[config.mk]
export PLATFORM = sky130hd
export DESIGN_NAME = tqv_harness_sequencer
export DESIGN_NICKNAME = d
export VERILOG_FILES = /design/src/rtl/tqv_harness_sequencer.sv
export SDC_FILE = /design/constraint.sdc
export NUM_CORES = 1
export LEC_CHECK = 0
export BUFFER_PORTS_ARGS = -buffer_cell sky130_fd_sc_hd__buf_2
export CAP_MARGIN = 25
export CORE_MARGIN = 4
export CORE_UTILIZATION = 45
export CTS_CLUSTER_SIZE = 14
export DETAILED_ROUTE_END_ITERATION = 16
export PLACE_DENSITY_LB_ADDON = 0.3
export SETUP_SLACK_MARGIN = 0.3
export SLEW_MARGIN = 20
export SYNTH_ARGS = -nofsm -noshare
export SYNTH_HDL_FRONTEND = slang
export SYNTH_SLANG_ARGS = --single-unit
[constraint.sdc]
create_clock -name clk -period 1.5 [get_ports clk]
set_clock_uncertainty 0.1 [all_clocks]
set_input_delay 0.225 -clock clk [delete_from_list [all_inputs] [get_ports clk]]
set_output_delay 0.225 -clock clk [all_outputs]
set_load 0.005 [all_outputs]
[src/rtl/tqv_harness_sequencer.sv]
// Round-robin sequencer sharing one TinyQV harness command port between two requesters.
// Each transaction runs ADDR -> WDATA/READ -> WAIT -> RESP and returns data or a timeout flag.
module tqv_harness_sequencer #(
  parameter int         TIMEOUT   = 255,
  parameter logic [2:0] CMD_IDLE  = 3'd0,
  parameter logic [2:0] CMD_ADDR  = 3'd1,
  parameter logic [2:0] CMD_WDATA = 3'd2,
  parameter logic [2:0] CMD_READ  = 3'd3
) (
  input  logic        clk,
  input  logic        rst_n,
  input  logic        req0_valid,
  output logic        req0_ready,
  input  logic        req0_write,
  input  logic [5:0]  req0_addr,
  input  logic [12:0] req0_wdata,
  input  logic        req1_valid,
  output logic        req1_ready,
  input  logic        req1_write,
  input  logic [5:0]  req1_addr,
  input  logic [12:0] req1_wdata,
  output logic        rsp_valid,
  input  logic        rsp_ready,
  output logic        rsp_id,
  output logic [12:0] rsp_data,
  output logic        rsp_timeout,
  output logic [2:0]  cmd_out,
  output logic [12:0] wdata_out,
  input  logic [12:0] data_in,
  input  logic        data_ready_in,
  output logic        busy
);

  localparam int CW = $clog2(TIMEOUT + 1);

  typedef enum logic [2:0] {
    S_IDLE  = 3'd0,
    S_ADDR  = 3'd1,
    S_WDATA = 3'd2,
    S_READ  = 3'd3,
    S_WAIT  = 3'd4,
    S_RESP  = 3'd5
  } state_t;

  state_t        state_r;
  state_t        state_next_s;
  logic          last_grant_r;
  logic          grant_s;
  logic          accept_s;
  logic          sel_write_s;
  logic [5:0]    sel_addr_s;
  logic [12:0]   sel_wdata_s;
  logic          lat_write_r;
  logic          lat_id_r;
  logic [12:0]   lat_wdata_r;
  logic [CW-1:0] cnt_r;
  logic          wait_timeout_s;
  logic [2:0]    cmd_next_s;
  logic [12:0]   wdata_next_s;

  // Round-robin grant: a lone requester wins, a tie goes to the one not served last.
  always_comb begin
    grant_s = 1'b0;
    if (req0_valid && req1_valid) begin
      grant_s = ~last_grant_r;
    end else if (req1_valid) begin
      grant_s = 1'b1;
    end else begin
      grant_s = 1'b0;
    end
  end

  assign accept_s    = (state_r == S_IDLE) && (req0_valid || req1_valid);
  assign req0_ready  = accept_s && !grant_s;
  assign req1_ready  = accept_s && grant_s;
  assign sel_write_s = grant_s ? req1_write : req0_write;
  assign sel_addr_s  = grant_s ? req1_addr  : req0_addr;
  assign sel_wdata_s = grant_s ? req1_wdata : req0_wdata;
  assign busy        = (state_r != S_IDLE);

  // Limit is hit on the TIMEOUT-th WAIT cycle that still sees no acknowledge.
  assign wait_timeout_s = !data_ready_in && (cnt_r == CW'(TIMEOUT - 1));

  // Next-state decision plus the harness lines that the decided state will present.
  always_comb begin
    state_next_s = state_r;
    cmd_next_s   = CMD_IDLE;
    wdata_next_s = 13'd0;
    case (state_r)
      S_IDLE: begin
        if (accept_s) state_next_s = S_ADDR;
        else          state_next_s = S_IDLE;
      end
      S_ADDR:  state_next_s = lat_write_r ? S_WDATA : S_READ;
      S_WDATA: state_next_s = S_WAIT;
      S_READ:  state_next_s = S_WAIT;
      S_WAIT: begin
        if (data_ready_in || wait_timeout_s) state_next_s = S_RESP;
        else                                 state_next_s = S_WAIT;
      end
      S_RESP: begin
        if (rsp_ready) state_next_s = S_IDLE;
        else           state_next_s = S_RESP;
      end
      default: state_next_s = S_IDLE;
    endcase
    case (state_next_s)
      S_ADDR: begin
        cmd_next_s   = CMD_ADDR;
        wdata_next_s = {6'd0, sel_write_s, sel_addr_s};
      end
      S_WDATA: begin
        cmd_next_s   = CMD_WDATA;
        wdata_next_s = lat_wdata_r;
      end
      S_READ: begin
        cmd_next_s   = CMD_READ;
        wdata_next_s = 13'd0;
      end
      default: begin
        cmd_next_s   = CMD_IDLE;
        wdata_next_s = 13'd0;
      end
    endcase
  end

  // State, harness lines, transaction latch, wait counter and response registers.
  always_ff @(posedge clk) begin
    if (!rst_n) begin
      state_r      <= S_IDLE;
      cmd_out      <= CMD_IDLE;
      wdata_out    <= 13'd0;
      rsp_valid    <= 1'b0;
      rsp_id       <= 1'b0;
      rsp_data     <= 13'd0;
      rsp_timeout  <= 1'b0;
      last_grant_r <= 1'b1;
      cnt_r        <= '0;
      lat_write_r  <= 1'b0;
      lat_id_r     <= 1'b0;
      lat_wdata_r  <= 13'd0;
    end else begin
      state_r   <= state_next_s;
      cmd_out   <= cmd_next_s;
      wdata_out <= wdata_next_s;
      rsp_valid <= (state_next_s == S_RESP);
      if (accept_s) begin
        lat_write_r  <= sel_write_s;
        lat_id_r     <= grant_s;
        lat_wdata_r  <= sel_wdata_s;
        last_grant_r <= grant_s;
      end
      if (state_r == S_WAIT) begin
        if (data_ready_in) begin
          rsp_id      <= lat_id_r;
          rsp_data    <= lat_write_r ? 13'd0 : data_in;
          rsp_timeout <= 1'b0;
        end else if (wait_timeout_s) begin
          rsp_id      <= lat_id_r;
          rsp_data    <= 13'd0;
          rsp_timeout <= 1'b1;
        end else begin
          cnt_r <= cnt_r + CW'(1);
        end
      end else begin
        cnt_r <= '0;
      end
    end
  end

endmodule

==> out/metrics.yaml, run 1 <==
logic_synthesis:
  netlist_instances: 293
  synth-simple-area-share_pct: 25.85
  ys.flop_type: "dfxtp_1"
  synthMuxAreaShare_pct: 3.406
  yosysWarnings: 0
  synth_edf_count: 0
  syn_avg_cell_area_um2: 9.151
  async_reset_ff_share_pct: 0
  yosysSeqAreaShare_pct: 43.30
  synth_compound_area_share_pct: 21.28
  synth_fa_ha_area_share_pct: 0.9333
  yosysTopAreaCellShare_pct: 43.30
  synth-xor-area-share_pct: 0
  syn_area_mm2: 0.002681
  ys_seq_elements: 58
  synth_top_area_cell: "dfxtp_1"
  syn_nets: 354
  synth_top_family_by_area: "simple AND/OR/NAND/NOR gates"
  synthDistinctLibCells: 51
  synth_area_leaders: "dfxtp_1, and2_1, nand2_1"
global_routing:
  grtUsageTotal_pct: 22.30
  grt_pass1_vias: 2724
  grt_pass1_wl_mm: 12.92
  grt_start_max_net_pins: 24
  antenna_found_initial: 0
  grt-ovfl-total: 0
sta:
  finalCritPeriodShare_pct: 114.7
  finalSetupTns_ns: -4.065
  finalMaxSlewViolations: 0
  finalHoldWorstSlack_ns: 0.01071
  setup_viol_count_final: 41
  final_hold_viol_count: 0
  min_period_ns: 1.721
  worst_slack_ns: -0.2206
  rsz0062_at_grt: "true"
  worst_pin_slew_ns: 0.6038
  fmaxAchievable_mhz: 581.2
  slew_headroom_pct: 59.56
floorplan:
  fp.dieH_um: 85.19
  dieArea_mm2: 0.007257
  core_area_mm2: 0.005642
  die_w_um: 85.19
  initial_utilization_pct: 47.53
  ioPinCount: 94
  rows: 27
power_and_ir_drop:
  power_density_mw_per_mm2: 1397
  p_leak_nw: 1.768
  switchingPower_w: 0.001950
  p_int_w: 0.003792
  switching_share_pct: 33.96
  clkPwrFrac_pct: 23.8
  p_comb_share_pct: 40.9
  ir_worst_vdd_mv: 0.8345
  pwr-share-seq_pct: 35.2
placement:
  post-dp-hpwl_mm: 5.145
  gp_congestion: 0.8104
  dp.cells: 456
  port_buffers: 92
layout:
  n_antenna_cell: 0
  layout-drive-gt1-share_pct: 53.07
  finish.utilization_pct: 72.88
  syn2layout_area_growth_pct: 53.34
  finalNonFillerCells: 496
  nets: 480
  final_common_cell: "buf_2"
  most-common-layout-cells: "buf_2, dfxtp_1, nand2_1"
worst_setup_path:
  path_class: "flip-flop to output port"
  worstPathArrival_ns: 1.40
  cp-end-kind: "output port"
  cp_max_fo: 6
  required_ns: 1.17
  start_kind: "flip-flop"
job:
  drv_cap: 0
cts:
  cts_root_buf: "clkbuf_8"
  cts_tree: "yes"
  clk_pin_slew_ns: 0.07
  cts_made_buffers: 9
  clock_path_buffers: 2
  insertion_delay_ns: 0.34
  cts.sinks: 58
  htreeDepth: 3
routing:
  firstDrtPassIters: 4
  detail-route-antenna-nets: 0
  drt-initial-drc-count: 110
  wl_per_cell_um: 17.22
  via_per_inst: 5.845
  wirelength_mm: 8.543
  vias: 2899
  drc: 0
run_status:
  run_status: "complete, but fails checks"
  violations: "setup timing"
min_path:
  hp-class: "input pin to flip-flop"
[power groups by stage]
stage | sequential [W] | combinational, W | clock (W)
floorplan | 0.00196 | 0.00106 | 0
global placement | 0.00200 | 0.00147 | 0
detailed placement | 0.00201 | 0.00148 | 0
CTS | 0.00200 | 0.00192 | 0.00138
global route | 0.00206 | 0.00251 | 0.00148
finish | 0.00202 | 0.00235 | 0.00137
[flip-flops by register name, summed over array words and instances (netlist names)]
name / count
rsp_data: 13
last_grant_r: 1
lat_id_r: 1
lat_wdata_r: 13
wdata_out: 13
state_r: 3
rsp_id: 1
lat_write_r: 1
cnt_r: 8
rsp_valid: 1
cmd_out: 2
rsp_timeout: 1
[routing by layer]
metal  share of wire, %  GRT usage (%)  up-vias
met4                2.2          8.201        0
met2                 49          37.43      123
met3                6.7          5.631       23
li1                   -              -     1357
met1                 42          27.50     1396
met5                  0              0        -
[critical path, cell delays in order (launching register included)]
cell	delay [ns]
dfxtp_4	0.37
nor3_4	0.25
buf_4	0.15
buf_6	0.11
clkinv_8	0.06
buf_6	0.11
[synth_stat cells, types with 2 or more instances]
master	number
a211oi_1	2
a21boi_1	2
a21oi_1	2
a221o_1	13
a31oi_1	4
a32oi_1	14
and2_1	25
and3_1	9
and3b_1	3
and4bb_2	3
buf_2	7
buf_6	2
clkbuf_1	14
dfxtp_1	58
ha_1	2
inv_1	3
mux2i_1	8
nand2_1	37
nand3_1	5
nand4_1	3
nor2_1	3
nor2b_1	6
nor4_1	13
nor4bb_1	2
o211a_1	2
o21ai_1	20
o2bb2ai_1	6
o31ai_1	2
[through the flow]
| step | power, W | area, µm² | worst slack (ns) |
|---|---|---|---|
| 2_1_floorplan | 0.003017 | 2805 | -0.05033 |
| 3_3_place_gp | 0.003465 | 3359 | 0.03660 |
| 3_5_place_dp | 0.003487 | 3359 | -0.008608 |
| 4_1_cts | 0.005300 | 3900 | -0.1988 |
| 5_1_grt | 0.006046 | 4111 | -0.3174 |
| 6_report | 0.005742 | 4111 | -0.2206 |
[path summary, 6_finish.rpt]
path                               startpoint               to  slack [ns]  cells after the start
worst max-delay path               state_r[2]             busy       -0.22                      5
worst min-delay path            req1_wdata[2]   lat_wdata_r[2]        0.01                      2
worst max register to register     state_r[2]  lat_wdata_r[10]       -0.18                      7
worst min register to register   rsp_data[11]     rsp_data[11]        0.36                      2
[what timing repair did]
action                                  CTS  global route
gates resized for setup                  52            32
buffers inserted                         13             8
pin swaps                                22            25
endpoints found under the setup margin   58            65
hold buffers                              2             0
gates cloned                              1             0
hold endpoints to repair                  2             0
[kinds of logic after synthesis]
kind of cell | Yosys count
fa+ha+maj | 2
other cells | 1
mux | 9
flops | 58
buf+inv | 29
simple gates | 119
compound gates | 75
[cell type report]
cell class	instances	area, µm²
multi-input cells	207	1729
well taps	72	90.09
flip-flops and latches	58	1181
clock inverters	4	25.02
clock buffers	12	165.2
fillers	402	1530
inverters	4	27.53
repair buffers	139	893.4
No activity file was read; power rests on OpenSTA's default activity.
==> inputs of run 2 (changes only) <==
--- a/config.mk
+++ b/config.mk
@@ -9,5 +9,5 @@
 export CAP_MARGIN = 25
 export CORE_MARGIN = 4
-export CORE_UTILIZATION = 45
+export CORE_UTILIZATION = 53
 export CTS_CLUSTER_SIZE = 14
 export DETAILED_ROUTE_END_ITERATION = 16
==> constraint.sdc (replaced) <==
create_clock -name clk -period 2.2 [get_ports clk]
set_clock_uncertainty 0.1 [all_clocks]
set_input_delay 0.11 -clock clk [delete_from_list [all_inputs] [get_ports clk]]
set_output_delay 0.11 -clock clk [all_outputs]
set_load 0.005 [all_outputs]
==> run 2 against run 1 <==
The flow now finishes without violations; non-clock buffer count shrank 2; design area shrank 8.6%; sequential power is 31% lower; power fell by 42%; first-iteration DRC count is 61% higher; largest power group is now registers; combinational power decreased by 60%; critical endpoint is now wdata_out[1]; critical path depth is the same; via count is 4.0% lower; core utilization rose by 5.1 points; highest routed layer unchanged.
==> out/metrics.yaml, run 2 (synthesized netlist as in run 1, its figures left out) <==
routing:
  drt-initial-drc-count: 177  # +61%
  vias: 2783  # -4.0%
  drc: 0  # unchanged
  wl_per_cell_um: 16.74  # -2.8%
  firstDrtPassIters: 5  # +1
  detail-route-antenna-nets: 0  # unchanged
  wirelength_mm: 8.169  # -4.4%
  via_per_inst: 5.703  # -2.4%
min_path:
  hold_depth: 4  # +2
  hp-start: "data_in[6]"
  hp-class: "input pin to flip-flop"
  min_to: "rsp_data[6]"
worst_setup_path:
  path_class: "flip-flop to flip-flop"
  path_cells: "a21boi_4 > buf_6 > mux2i_1 > dlygate4sd3_1 > o2bb2ai_1"
  max_stage_delay_ns: 0.59  # +0.22 ns
  reg2reg_from: "last_grant_r"
  cp-end-kind: "flip-flop"
  slowest_stage: "dlygate4sd3_1"
  r2r_setup_slack_ns: 0.34  # +0.52 ns
  rr_endpoint: "wdata_out[1]"
  start_kind: "flip-flop"
  worstPathArrival_ns: 1.96  # +0.56 ns
  required_ns: 2.31  # +1.14 ns
  ff2ff_path_depth: 5  # -2
  cp_max_fo: 11  # +5
power_and_ir_drop:
  pwr-share-seq_pct: 41.9  # +6.7 points
  p_comb_share_pct: 28.5  # -12 points
  power_w: 0.003314  # -42%
  power_density_mw_per_mm2: 881.6  # -37%
  p_int_w: 0.002255  # -41%
  ir_worst_vdd_mv: 0.5652  # -32%
  p_leak_nw: 1.668  # -5.7%
  switchingPower_w: 0.001059  # -46%
  clkPwrFrac_pct: 29.5  # +5.7 points
  switching_share_pct: 31.95  # -2.0 points
layout:
  multi_input_comb_area_mm2: 0.001406  # -19%
  fin_area_mm2: 0.003759  # -8.6%
  syn2layout_area_growth_pct: 40.18
  regArea_mm2: 0.001161  # -1.7%
  fill_cells: 353  # -12%
  most-common-layout-cells: "buf_2, dfxtp_1, nand2_1, dlygate4sd3_1, and2_1"
  layout-drive-gt1-share_pct: 28.50  # -25 points
  final_common_cell: "buf_2"
  biggestRegsByFlops: "lat_wdata_r (13), rsp_data (13), wdata_out (13)"
  nets: 477  # -0.63%
  n_antenna_cell: 0  # unchanged
placement:
  gp_congestion: 0.7969  # -1.7%
  post-dp-hpwl_mm: 4.639  # -9.8%
  port_buffers: 92  # unchanged
  placed_area_mm2: 0.003168  # -5.7%
  post-place-ws_ns: 0.3750  # +0.3836 ns
global_routing:
  grt-ovfl-total: 0  # unchanged
  grt_start_max_net_pins: 30  # +25%
  grt_pass1_vias: 2669  # -2.0%
  grt_pass1_wl_mm: 13.01  # +0.70%
  antenna_found_initial: 0  # unchanged
  grtUsageTotal_pct: 26.41  # +4.1 points
sta:
  setup_viol_count_final: 0  # -100%
  slew_headroom_pct: 49.77  # -9.8 points
  min_period_ns: 1.857
  rsz0062_at_grt: "true"
  finalMaxSlewViolations: 0  # unchanged
  finalCritPeriodShare_pct: 84.41
  fmaxAchievable_mhz: 538.5
  worst_pin_slew_ns: 0.7519  # +0.1480 ns
  final_hold_viol_count: 0  # unchanged
  finalSetupTns_ns: 0  # +4.065 ns
  worst_slack_ns: 0.3431  # +0.5637 ns
cts:
  cts_root_buf: "clkbuf_8"
  cts.sinks: 58  # unchanged
  insertion_delay_ns: 0.33  # about the same
  cts_tree: "yes"
  cts_made_buffers: 9  # unchanged
  clk_pin_slew_ns: 0.07  # about the same
  clock_path_buffers: 2  # unchanged
  htreeDepth: 3  # unchanged
job:
  drv_cap: 0  # unchanged
floorplan:
  fp.dieH_um: 79.13  # -7.1%
  dieArea_mm2: 0.006261  # -14%
  die_w_um: 79.13  # -7.1%
  ioPinCount: 94  # unchanged
  core_area_mm2: 0.004817  # -15%
  rows: 25  # -7.4%
  initial_utilization_pct: 55.66  # +8.1 points
run_status:
  run_status: "finished, final reports clean"
run 2: cell types whose count changed in the layout (fill, tap and decap cells not counted), sizes merged:
cell,delta
buf,-36
dlygate4sd3,+35
clkinv,-2
clkinvlp,-2
and4bb,-1
bufinv,+1
clkbuf,+1
inv,+1
run 2: worst max path at each step:
stage            startpoint              to  slack [ns]  cells past startpoint
2_1_floorplan    state_r[1]          rsp_id        0.59                      5
3_3_place_gp     state_r[1]  lat_wdata_r[8]        0.46                      3
3_5_place_dp     state_r[1]  lat_wdata_r[4]        0.38                      3
4_1_cts          state_r[1]      req0_ready        0.37                      4
5_1_grt          state_r[1]      req0_ready        0.27                      4
6_report       last_grant_r    wdata_out[1]        0.34                      5
run 2: repair_timing:
item,in CTS,in global routing
setup buffers,0,0
setup endpoints to repair,1,6
gates resized for setup,1,3
hold buffers,37,0
hold endpoints to repair,31,0
run 2: metrics by stage:
step / utilization, % / hold WS (ns) / std cells
2_1_floorplan: - / 0.1487 / 293
3_3_place_gp: 65.77 / 0.2373 / 435
3_5_place_dp: 65.77 / 0.2420 / 435
4_1_cts: 77.64 / 0.05083 / 488
5_1_grt: 78.03 / 0.08453 / 488
6_report: 78.03 / 0.05578 / 488
run 2: final cells by class:
type,count,share of cell area (%)
well taps,67,2.230
repair buffers,137,23.80
flip-flops and latches,58,30.89
inverters,4,0.3995
multi-input cells,206,37.42
clock inverters,2,0.9321
clock buffers,14,4.328
run 2: worst max-delay path, delay by kind of cell (launching register included):
kind                   cells  cell delay, ns
flip-flops                 1            0.33
AO/OA/AOI/OAI              2            0.28
multiplexers               1            0.24
buffers and inverters      2            0.79
run 2: power by group through the flow:
stage               sequential, W  combinational (W)  clock (W)
finish                    0.00139           0.000945   0.000979
global route              0.00141            0.00102    0.00105
CTS                       0.00138           0.000896   0.000986
detailed placement        0.00139           0.000824          0
global placement          0.00139           0.000808          0
floorplan                 0.00133           0.000627          0
run 2: metal layers:
layer	GRT usage, %	wire length (µm)
met1	32.46	3247
met2	46.38	4279
met3	6.916	538
met4	5.498	103
met5	0	0
==> inputs of run 3 (changes only) <==
- CORE_UTILIZATION: 53 -> 50
- clock period: 2.2 -> 1.8 ns (I/O delays scaled with it)
==> run 3 against run 2 <==
Routed wire length shrank 2.3%; hold slack worse by 0.024 ns; first-iteration DRC count down 18%; clock-buffer cell count down 4; global-route usage shrank 2.6 points; largest power group unchanged; power rose by 35%; final cell count up 2.5%; core utilization is 0.21 points higher; sequential power up 23%; clock power increased by 48%; maximum frequency increased by 22%; setup slack lost 0.065 ns.
==> out/metrics.yaml, run 3 (synthesized netlist as in run 1, its figures left out) <==
layout:
  finalNonFillerCells: 500  # +2.5%
  fin_area_mm2: 0.004021  # +7.0%
  n_antenna_cell: 0  # unchanged
  final_common_cell: "buf_2"
  layout-drive-gt1-share_pct: 37.21  # +8.7 points
  most-common-layout-cells: "buf_2, dfxtp_1, dlygate4sd3_1"
  nets: 487  # +2.1%
  biggestRegsByFlops: "lat_wdata_r (13), rsp_data (13), wdata_out (13)"
  syn2layout_area_growth_pct: 49.98
routing:
  firstDrtPassIters: 4  # -1
  wirelength_mm: 7.981  # -2.3%
  vias: 2755  # -1.0%
  drc: 0  # unchanged
  wl_per_cell_um: 15.96  # -4.6%
  drt-initial-drc-count: 146  # -18%
  detail-route-antenna-nets: 0  # unchanged
  via_per_inst: 5.510  # -3.4%
worst_setup_path:
  r2r_setup_slack_ns: 0.28  # -0.06 ns
  crit_end: "lat_wdata_r[11]"
  required_ns: 1.91  # -0.40 ns
  cp_max_fo: 13  # +2
  cp-startpoint: "state_r[0]"
  start_kind: "flip-flop"
  ff2ff_path_depth: 4  # -1
  cp-end-kind: "flip-flop"
  path_class: "flip-flop to flip-flop"
  worstPathArrival_ns: 1.63  # -0.33 ns
  reg2reg_from: "state_r[0]"
  rr_endpoint: "lat_wdata_r[11]"
sta:
  finalCritPeriodShare_pct: 84.55  # +0.14 points
  finalSetupTns_ns: 0  # unchanged
  finalHoldWorstSlack_ns: 0.03155  # -0.02423 ns
  worst_pin_slew_ns: 0.5147  # -0.2372 ns
  fmaxAchievable_mhz: 657.1  # +22%
  slew_headroom_pct: 65.53  # +16 points
  final_hold_viol_count: 0  # unchanged
  min_period_ns: 1.522  # -0.3351 ns
  finalMaxSlewViolations: 0  # unchanged
  rsz0062_at_grt: "true"
  worst_slack_ns: 0.2781  # -0.06492 ns
  setup_viol_count_final: 0  # unchanged
power_and_ir_drop:
  p_comb_share_pct: 29.4  # +0.9 points
  p_leak_nw: 1.756  # +5.3%
  switching_share_pct: 30.40  # -1.5 points
  power_density_mw_per_mm2: 1111  # +26%
  clkPwrFrac_pct: 32.4  # +2.9 points
  pwr-share-seq_pct: 38.2  # -3.7 points
  ir_worst_vdd_mv: 0.7722  # +37%
  p_int_w: 0.003110  # +38%
  switchingPower_w: 0.001358  # +28%
run_status:
  run_status: "finished, final reports clean"
placement:
  post-place-ws_ns: 0.1270  # -0.2480 ns
  dp.cells: 437  # +0.46%
  post-dp-hpwl_mm: 4.624  # -0.32%
  placed_area_mm2: 0.003174  # +0.20%
  gp_congestion: 0.7968  # about the same
  port_buffers: 92  # unchanged
floorplan:
  ioPinCount: 94  # unchanged
  initial_utilization_pct: 52.17  # -3.5 points
  core_area_mm2: 0.005140  # +6.7%
  dieArea_mm2: 0.006598  # +5.4%
  fp.dieH_um: 81.23  # +2.7%
  rows: 26  # +4.0%
  die_w_um: 81.23  # +2.7%
job:
  drv_cap: 0  # unchanged
cts:
  cts_made_buffers: 9  # unchanged
  cts_root_buf: "clkbuf_8"
  cts_tree: "yes"
  clk_pin_slew_ns: 0.06  # about the same
  htreeDepth: 3  # unchanged
  cts.sinks: 58  # unchanged
  insertion_delay_ns: 0.33  # about the same
  clock_path_buffers: 2  # unchanged
min_path:
  hp-class: "input pin to flip-flop"
global_routing:
  grt_start_max_net_pins: 25  # -17%
  grt_pass1_wl_mm: 11.99  # -7.9%
  grt-ovfl-total: 0  # unchanged
  grt_pass1_vias: 2599  # -2.6%
  antenna_found_initial: 0  # unchanged
  grtUsageTotal_pct: 23.81  # -2.6 points
[run 3: cell types whose count changed in the layout (fill, tap and decap cells not counted), moves of 2 or more]
| cell | change |
|---|---|
| clkbuf_1 | -3 |
| bufinv_16 | +2 |
| and3_1 | -2 |
| dfxtp_1 | -10 |
| buf_4 | +6 |
| dfxtp_4 | +5 |
| dfxtp_2 | +5 |
| buf_6 | +3 |
[run 3: cell type report]
cell class,instances,area [µm²]
clock inverter,5,102.6
clock buffer,10,137.6
inverter,4,17.52
fill,368,1119
sequential,58,1186
timing repair buffer,147,978.4
multi-input combinational,206,1511
tap,70,87.58
[run 3: layer usage]
metal | share of wire (%) | vias up | GRT usage (%)
li1 | - | 1360 | -
met1 | 42 | 1291 | 29.03
met2 | 51 | 96 | 39.74
met3 | 5.7 | 8 | 5.322
met4 | 0.96 | 0 | 11.15
met5 | 0 | - | 0
[run 3: worst max-delay path: stages, from the launching register on]
cell and delay (ns):
dfxtp_2 0.43, nor3_4 0.06, buf_6 0.14, and3_2 0.29, a221o_1 0.38
[run 3: through the flow]
stage	power (W)	utilization, %
global route	0.004685	78.24
detailed placement	0.002715	61.76
finish	0.004468	78.24
global placement	0.002694	61.76
CTS	0.004381	75.78
floorplan	0.002453	-
[run 3: worst min-delay path by stage]
| stage | startpoint | endpoint | cells after the start |
|---|---|---|---|
| after floorplan | req1_wdata[12] | lat_wdata_r[12] | 1 |
| after global placement | req1_wdata[8] | lat_wdata_r[8] | 2 |
| after detailed placement | req1_wdata[1] | lat_wdata_r[1] | 2 |
| after CTS | data_in[9] | rsp_data[9] | 4 |
| after global routing | data_in[9] | rsp_data[9] | 4 |
| final | data_in[9] | rsp_data[9] | 4 |
[run 3: what timing repair did]
item / CTS / global route
setup buffers: 7 / 3
gates resized for setup: 19 / 24
hold endpoints to repair: 31 / 0
pin swaps: 3 / 3
cloned: 0 / 1
hold buffers: 37 / 0
endpoints found under the setup margin: 41 / 44
[run 3: power by group through the flow]
| stage | Clock [W] | Sequential, W | Combinational (W) |
|---|---|---|---|
| after floorplan | 0 | 0.00163 | 0.000824 |
| after global placement | 0 | 0.00170 | 0.000990 |
| after detailed placement | 0 | 0.00171 | 0.00101 |
| after CTS | 0.00147 | 0.00169 | 0.00122 |
| after global routing | 0.00152 | 0.00173 | 0.00143 |
| final | 0.00145 | 0.00171 | 0.00131 |
